===== src/rtl/bp_update_queue.sv =====
// bp_update_queue
// In-order retirement queue for predicted branches. Fetch allocates a slot
// per predicted branch (capturing its PC and the base predictor's 2-bit
// counter value); execute resolves slots out of order; resolved slots retire
// from the head in program order as one-cycle predictor update strobes.
// A mispredict squashes every slot younger than the resolved one.
//
// Ports
//   clk, rst                 clock, synchronous active-high reset
//   alloc_valid/pc/pred      allocation request from fetch
//   alloc_ready, alloc_tag   acceptance and slot index for the allocation
//   resolve_valid/tag/taken/mispredict   branch resolution from execute
//   update_valid/pc/taken/pred           registered predictor update
//   count                    number of occupied slots
module bp_update_queue #(
  parameter int DEPTH = 8,
  parameter int TAG_W = $clog2(DEPTH)
) (
  input  logic             clk,
  input  logic             rst,
  input  logic             alloc_valid,
  input  logic [31:0]      alloc_pc,
  input  logic [1:0]       alloc_pred,
  output logic             alloc_ready,
  output logic [TAG_W-1:0] alloc_tag,
  input  logic             resolve_valid,
  input  logic [TAG_W-1:0] resolve_tag,
  input  logic             resolve_taken,
  input  logic             resolve_mispredict,
  output logic             update_valid,
  output logic [31:0]      update_pc,
  output logic             update_taken,
  output logic [1:0]       update_pred,
  output logic [TAG_W:0]   count
);

  localparam int PTR_W = TAG_W + 1;

  logic [PTR_W-1:0] head_q, head_d, tail_q, tail_d;
  logic [DEPTH-1:0] valid_q, valid_d, resolved_q, resolved_d, taken_q, taken_d;
  logic [31:0]      pc_q   [DEPTH];
  logic [31:0]      pc_d   [DEPTH];
  logic [1:0]       pred_q [DEPTH];
  logic [1:0]       pred_d [DEPTH];

  logic             upd_valid_q, upd_valid_d, upd_taken_q, upd_taken_d;
  logic [31:0]      upd_pc_q, upd_pc_d;
  logic [1:0]       upd_pred_q, upd_pred_d;

  logic [TAG_W-1:0] head_idx, tail_idx, res_off;
  logic             full, mispredict_req, alloc_fire, resolve_ok, pop;
  logic [DEPTH-1:0] younger;

  assign head_idx       = head_q[TAG_W-1:0];
  assign tail_idx       = tail_q[TAG_W-1:0];
  assign count          = tail_q - head_q;
  assign full           = (count == PTR_W'(DEPTH));
  // A mispredict request blocks allocation even if the resolve itself is
  // ignored; fetch is being redirected either way.
  assign mispredict_req = resolve_valid && resolve_mispredict;
  assign alloc_ready    = !full && !mispredict_req;
  assign alloc_tag      = tail_idx;
  assign alloc_fire     = alloc_valid && alloc_ready;
  assign resolve_ok     = resolve_valid && valid_q[resolve_tag] && !resolved_q[resolve_tag];
  assign pop            = valid_q[head_idx] && resolved_q[head_idx];
  // Age of the resolved slot relative to the head; slots further from the
  // head than this are younger and get squashed on a mispredict.
  assign res_off        = resolve_tag - head_idx;

  always_comb begin
    for (int i = 0; i < DEPTH; i++) begin
      younger[i] = (TAG_W'(i) - head_idx) > res_off;
    end
  end

  always_comb begin
    head_d      = head_q;
    tail_d      = tail_q;
    valid_d     = valid_q;
    resolved_d  = resolved_q;
    taken_d     = taken_q;
    pc_d        = pc_q;
    pred_d      = pred_q;
    upd_valid_d = 1'b0;
    upd_pc_d    = upd_pc_q;
    upd_taken_d = upd_taken_q;
    upd_pred_d  = upd_pred_q;

    if (pop) begin
      valid_d[head_idx]    = 1'b0;
      resolved_d[head_idx] = 1'b0;
      head_d               = head_q + 1'b1;
      upd_valid_d          = 1'b1;
      upd_pc_d             = pc_q[head_idx];
      upd_taken_d          = taken_q[head_idx];
      upd_pred_d           = pred_q[head_idx];
    end

    if (resolve_ok) begin
      resolved_d[resolve_tag] = 1'b1;
      taken_d[resolve_tag]    = resolve_taken;
      if (resolve_mispredict) begin
        valid_d    = valid_d & ~younger;
        resolved_d = resolved_d & ~younger;
        // Rebuilding from the old head keeps the wrap bit consistent.
        tail_d     = head_q + PTR_W'(res_off) + 1'b1;
      end
    end

    if (alloc_fire) begin
      valid_d[tail_idx]    = 1'b1;
      resolved_d[tail_idx] = 1'b0;
      pc_d[tail_idx]       = alloc_pc;
      pred_d[tail_idx]     = alloc_pred;
      tail_d               = tail_q + 1'b1;
    end
  end

  always_ff @(posedge clk) begin
    if (rst) begin
      head_q      <= '0;
      tail_q      <= '0;
      valid_q     <= '0;
      resolved_q  <= '0;
      upd_valid_q <= 1'b0;
      upd_pc_q    <= '0;
      upd_taken_q <= 1'b0;
      upd_pred_q  <= '0;
    end else begin
      head_q      <= head_d;
      tail_q      <= tail_d;
      valid_q     <= valid_d;
      resolved_q  <= resolved_d;
      upd_valid_q <= upd_valid_d;
      upd_pc_q    <= upd_pc_d;
      upd_taken_q <= upd_taken_d;
      upd_pred_q  <= upd_pred_d;
    end
  end

  // Payload storage is only meaningful under a valid bit, so it needs no reset.
  always_ff @(posedge clk) begin
    taken_q <= taken_d;
    pc_q    <= pc_d;
    pred_q  <= pred_d;
  end

  assign update_valid = upd_valid_q;
  assign update_pc    = upd_pc_q;
  assign update_taken = upd_taken_q;
  assign update_pred  = upd_pred_q;

endmodule


===== config.mk =====
export PLATFORM = sky130hd
export DESIGN_NAME = bp_update_queue
export DESIGN_NICKNAME = d
export VERILOG_FILES = /design/src/rtl/bp_update_queue.sv
export SDC_FILE = /design/constraint.sdc
export NUM_CORES = 1
export LEC_CHECK = 0
export CORE_ASPECT_RATIO = 1.1
export CORE_MARGIN = 3
export CORE_UTILIZATION = 61
export CTS_BUF_LIST = sky130_fd_sc_hd__clkbuf_4
export CTS_CLUSTER_SIZE = 40
export DETAILED_ROUTE_END_ITERATION = 12
export PLACE_DENSITY = 0.79
export SETUP_SLACK_MARGIN = 0.05
export SYNTH_ARGS = -nofsm -noshare
export SYNTH_HDL_FRONTEND = slang
export SYNTH_SLANG_ARGS = --single-unit

===== constraint.sdc =====
create_clock -name clk -period 7.57 [get_ports clk]
set_clock_uncertainty 0.1 [all_clocks]
set_input_delay 1.1355 -clock clk [delete_from_list [all_inputs] [get_ports clk]]
set_output_delay 1.1355 -clock clk [all_outputs]
set_load 0.01 [all_outputs]

==> flow_summary.json, run 1 <==
{
  "status": "finished clean",
  "cts_root_buf": "clkbuf_4",
  "p_sw_mw": 0.797,
  "ys_ff_latch": 340,
  "dieArea_mm2": 0.0245,
  "slew_violations": 0,
  "hold_depth": 2,
  "postCtsResizedCells": 0,
  "drc": 0,
  "worstPathMaxFanout": 9,
  "fp.dieW_um": 150,
  "drive_gt1_share_pct": 23.6,
  "r2r.worst_path.cells": 9,
  "powerDensity_mw_per_mm2": 232,
  "cts_setup_buffers": 0,
  "grtUsageTotal_pct": 25.5,
  "routed-wl-met2_um": 15500,
  "fin_area_mm2": 0.0160,
  "r2r_end": "pred_q[8]",
  "max_slew_margin_pct": 32.5,
  "insertion_delay_ps": 680,
  "cts_tree": "done",
  "yosys.area_share.xor_xnor_pct": 0.697,
  "timing.fmax_mhz": 227,
  "coreArea_mm2": 0.0222,
  "wl_met1_um": 11900,
  "synth_top_family_by_area": "multiplexers",
  "hp-class": "register to register",
  "clk_pin_slew_ps": 70,
  "htree_levels": 3,
  "portBuffers": 86,
  "die_h_um": 164,
  "gpl.final_weighted_congestion": 0.881,
  "setup_viol": 0,
  "cpMostUsedCell": "inv_1",
  "nFillCells": 1372,
  "leakagePower_nw": 5.28,
  "reg2reg_from": "tail_q[0]",
  "worstHoldStart": "update_pc[13]",
  "grt_overflow": 0,
  "synthesis.area_mm2": 0.0138,
  "synth_top_cell_area_share_pct": 60.8,
  "nNetsFinal": 1034,
  "layout_common_cells": "280 x edfxtp_1, 122 x clkbuf_4, 96 x nand2_1",
  "clkSinkCount": 340,
  "cp_data_required_time_ps": 6330,
  "period_share_pct": 58.2,
  "seq_power_share_pct": 56.1,
  "synth_top_area_cell": "edfxtp_1",
  "cp_cell_sequence": "inv_1 > ha_1 > fa_1 > inv_1 > nor3_1 > a21boi_0 > clkdlybuf4s50_1",
  "swShare_pct": 21.5,
  "grt_first_pass_wirelength_um": 47000,
  "areaGrowthSynthToFinish_pct": 15.6,
  "r2r_slack_ps": 3560,
  "ir_drop_uv": 162,
  "rsz0062_at_grt": "no",
  "grt_pass1_vias": 8445,
  "synth_nets": 904,
  "syn-instance-count": 835,
  "antenna_found_initial": 2,
  "highest_layer": "met5",
  "period_needed_ps": 4410,
  "ios": 87,
  "synth.distinct_cells": 65,
  "start_kind": "register",
  "yosysSeqAreaShare_pct": 69.5,
  "totalWireLength_um": 30400,
  "slowest_delay_ps": 560,
  "routedWlPerCell_um": 22.9,
  "ys_warn_count": 0,
  "arrival_ps": 3170,
  "placementRows": 57,
  "muxShareOfSynthArea_pct": 12.2,
  "dp_slack_ps": 2850,
  "synthSimpleGateAreaFrac_pct": 6.33,
  "drtIter0Drc": 665,
  "via_count": 8094,
  "async_reset_ff_share_pct": 0,
  "min_to": "update_pc[13]",
  "synthAdderAreaFrac_pct": 2.52,
  "max-cap-violations": 0,
  "detail_route.first_pass.iterations": 5,
  "cts_hold_buf": 0,
  "avgSynthCellArea_um2": 16.6,
  "setup_tns_ps": 0,
  "combPwrFrac_pct": 4.4,
  "antenna_violating_nets_post_route": 0,
  "synth.area.top_cells": "edfxtp_1 61%, mux4_2 12%, dfxtp_1 8.7%",
  "hold_viol_final": 0,
  "crit_type": "register to output pin",
  "clk_path_buf_depth": 3,
  "critical_path.slowest_cell": "dfxtp_1",
  "synth-compound-area-share_pct": 6.24,
  "grt_start_max_net_pins": 73,
  "numCtsBuffers": 82,
  "dpl_cell_area_mm2": 0.0149,
  "synth_edf_count": 280,
  "via_per_inst": 6.10,
  "tightestPinTransition_ps": 1010,
  "cp-end-kind": "output pin",
  "met3_length_um": 2120,
  "hpwlAfterDp_um": 16800,
  "final_common_cell": "edfxtp_1",
  "setup_ws_ps": 3160,
  "internal-power_mw": 2.91,
  "floorplan.initialDensity_pct": 62.4,
  "clkPwrFrac_pct": 39.5,
  "synth_top_flop_cell": "edfxtp_1"
}
## power groups by stage
stage | Clock (mW) | Sequential (mW) | Combinational, mW
3_3_place_gp | 0 | 2.11 | 0.156
6_report | 1.46 | 2.08 | 0.164
5_1_grt | 1.60 | 2.08 | 0.178
4_1_cts | 1.50 | 2.08 | 0.164
2_1_floorplan | 0 | 2.11 | 0.0886
3_5_place_dp | 0 | 2.12 | 0.163
## kinds of logic after synthesis
kind of cell               after synthesis
buffers and inverters                   75
and+or+nand+nor                        195
AOI/OAI and AO/OA                      112
adders and majority gates               26
muxes                                   76
xor gates and xnor gates                11
DFF                                    340
## sequential cells by signal (all words and copies together) (netlist names)
name / count
taken_q: 8
update_pc: 32
update_valid: 1
pred_q: 16
update_taken: 1
valid_q: 8
head_q: 4
resolved_q: 8
pc_q: 256
update_pred: 2
tail_q: 4
## synthesized netlist by cell type, types with 3 or more instances
| library cell | n |
|---|---|
| fa_1 | 3 |
| buf_1 | 4 |
| dfxtp_1 | 60 |
| buf_2 | 15 |
| nor2_1 | 46 |
| edfxtp_1 | 280 |
| a31oi_1 | 5 |
| nand2_1 | 96 |
| xor2_1 | 5 |
| clkbuf_1 | 22 |
| o21ai_0 | 7 |
| xnor2_1 | 6 |
| mux4_2 | 71 |
| o2bb2ai_1 | 5 |
| and2_1 | 3 |
| buf_6 | 3 |
| a21o_1 | 4 |
| inv_1 | 23 |
| a211oi_1 | 5 |
| nor3_1 | 9 |
| buf_4 | 8 |
| a21oi_1 | 23 |
| ha_1 | 23 |
| a311oi_1 | 40 |
| nand3_1 | 13 |
| nor4_1 | 5 |
## worst max-delay path: cells and delay by family (launching register included)
family	cells	cell delay, ps
AO/OA/AOI/OAI	1	140
buffers and inverters	3	740
flip-flops	1	560
adder cells (fa/ha/maj)	2	750
AND/OR/NAND/NOR	1	310
## stage by stage
step	hold slack (ps)	power (mW)	instances	util, %
2_1_floorplan	349	2.20	835	-
3_3_place_gp	382	2.27	1176	67.3
3_5_place_dp	390	2.28	1176	67.3
4_1_cts	398	3.74	1325	72.0
5_1_grt	422	3.86	1326	72.1
6_report	395	3.70	1326	72.1
## routing by layer
metal / vias to the layer above / track usage, %
met5: - / 0
met4: 2 / 10.9
met3: 60 / 5.16
met2: 374 / 42.2
met1: 4035 / 33.5
li1: 3623 / -
## layout make-up
class | instances | area (um2) | share of cell area (%)
Antenna cell | 1 | 2.50 | 0.0157
Clock buffer | 122 | 916 | 5.73
Clock inverter | 27 | 143 | 0.893
Inverter | 23 | 86.3 | 0.540
Multi-Input combinational cell | 420 | 3900 | 24.4
Sequential cell | 340 | 9620 | 60.2
Tap cell | 295 | 369 | 2.31
Timing Repair Buffer | 98 | 946 | 5.92
## worst max path at each step
stage                   startpoint          end  slack (ps)  cells after the start
floorplan                head_q[1]   valid_q[0]        1270                     11
finish                   tail_q[0]  alloc_ready        3160                      7
detailed placement  resolve_tag[0]   valid_q[7]        2850                     11
global route             tail_q[0]  alloc_ready        2950                      7
global placement    resolve_tag[0]   valid_q[7]        2910                     11
CTS                      tail_q[0]  alloc_ready        3130                      7
No activity file was read; power rests on OpenSTA's default activity.
==> run 2: changes to the inputs <==
Clock period 7.57 ns to 4.4 ns, I/O delays scaled along.
==> flow_summary.json, run 2 (synthesis results as in run 1) <==
{
  "routedWlPerCell_um": 23.0,
  "setup_tns_ps": 0,
  "fin_util_pct": 72.8,
  "drc": 0,
  "htree_levels": 3,
  "cts_hold_buf": 0,
  "internal-power_mw": 5.13,
  "detail_route.first_pass.iterations": 5,
  "coreArea_mm2": 0.0222,
  "ios": 87,
  "grt_first_pass_wirelength_um": 48000,
  "status": "finished clean",
  "antenna_found_initial": 1,
  "grt_start_max_net_pins": 57,
  "arrival_ps": 3240,
  "fp.dieW_um": 150,
  "powerDensity_mw_per_mm2": 405,
  "r2r_slack_ps": 720,
  "cts_tree": "done",
  "cp-end-kind": "output pin",
  "seq_power_share_pct": 54.5,
  "start_kind": "register",
  "numCtsBuffers": 82,
  "insertion_delay_ps": 690,
  "via_per_inst": 6.13,
  "via_count": 8190,
  "max_slew_margin_pct": 27.5,
  "rsz0062_at_grt": "no",
  "placementRows": 57,
  "grt_pass1_vias": 8715,
  "hold_viol_final": 0,
  "portBuffers": 86,
  "final_common_cell": "edfxtp_1",
  "grtUsageTotal_pct": 26.0,
  "clk_path_buf_depth": 3,
  "totalWireLength_um": 30600,
  "top_register": "pc_q",
  "period_needed_ps": 4000,
  "cts_root_buf": "clkbuf_4",
  "dieArea_mm2": 0.0245,
  "drtIter0Drc": 779,
  "clkPwrFrac_pct": 41.1,
  "ir_drop_uv": 362,
  "setup_viol": 0,
  "nNetsFinal": 1040,
  "period_share_pct": 90.8,
  "layout_common_cells": "280 x edfxtp_1, 130 x clkbuf_4, 96 x nand2_1",
  "tightestPinTransition_ps": 1090,
  "clkSinkCount": 340,
  "largest_reg_flops": 256,
  "combPwrFrac_pct": 4.4,
  "crit_type": "register to output pin",
  "die_h_um": 164,
  "leakagePower_nw": 5.36,
  "p_sw_mw": 1.41,
  "cts_setup_buffers": 0,
  "hpwlAfterDp_um": 17100,
  "areaGrowthSynthToFinish_pct": 16.8,
  "antenna_violating_nets_post_route": 0,
  "gpl.final_weighted_congestion": 0.941,
  "max-cap-violations": 0,
  "grt_overflow": 0,
  "timing.fmax_mhz": 250,
  "worstPathMaxFanout": 9,
  "hp-class": "register to register",
  "drive_gt1_share_pct": 24.8,
  "floorplan.initialDensity_pct": 62.4,
  "slew_violations": 0,
  "clk_pin_slew_ps": 60,
  "cp_data_required_time_ps": 3640,
  "swShare_pct": 21.6,
  "postCtsResizedCells": 0
}
==> run 2: final timing paths <==
check / start / to / cells past startpoint
worst max-delay path: tail_q[0] / alloc_ready / 7
worst min register to register: update_pc[3] / update_pc[3] / 2
worst max register to register: tail_q[0] / pred_q[13] / 9
worst min-delay path: update_pc[3] / update_pc[3] / 2
==> run 2: per-stage QoR <==
stage / total power, mW / hold WS [ps] / cells / instance area [um2] / setup slack, ps
6_report: 6.55 / 399 / 1335 / 16200 / 405
5_1_grt: 6.82 / 416 / 1335 / 16200 / 136
2_1_floorplan: 3.79 / 349 / 835 / 13800 / -995
3_5_place_dp: 3.93 / 391 / 1182 / 15000 / 631
3_3_place_gp: 3.91 / 380 / 1182 / 15000 / 715
4_1_cts: 6.62 / 400 / 1334 / 16200 / 341
==> run 2: routing by layer <==
layer | vias to the layer above | wire length, um | track usage, %
met1 | 4081 | 11900 | 34.1
li1 | 3619 | - | -
met5 | - | 0 | 0
met2 | 408 | 15700 | 42.3
met3 | 82 | 2290 | 5.79
met4 | 0 | 818 | 11.6
==> run 2: area by class of cell <==
type                       count  area, um2
fill                        1348       6030
sequential                   340       9620
clock buffer                 130        976
tap                          295        369
timing repair buffer         104       1030
multi-input combinational    420       3920
clock inverter                22        151
antenna                        1       2.50
inverter                      23       86.3
==> run 2: power groups by stage <==
stage	Sequential, mW	Clock, mW	Combinational (mW)
global placement	3.63	0	0.273
CTS	3.57	2.76	0.290
global route	3.57	2.93	0.315
finish	3.57	2.69	0.288
floorplan	3.63	0	0.153
detailed placement	3.64	0	0.288
==> run 2: critical path, stage by stage (launching register included) <==
cell	delay (ps)
dfxtp_1	570
inv_1	200
ha_1	270
fa_1	480
inv_1	60
nor3_1	320
a21boi_0	150
clkdlybuf4s50_1	500
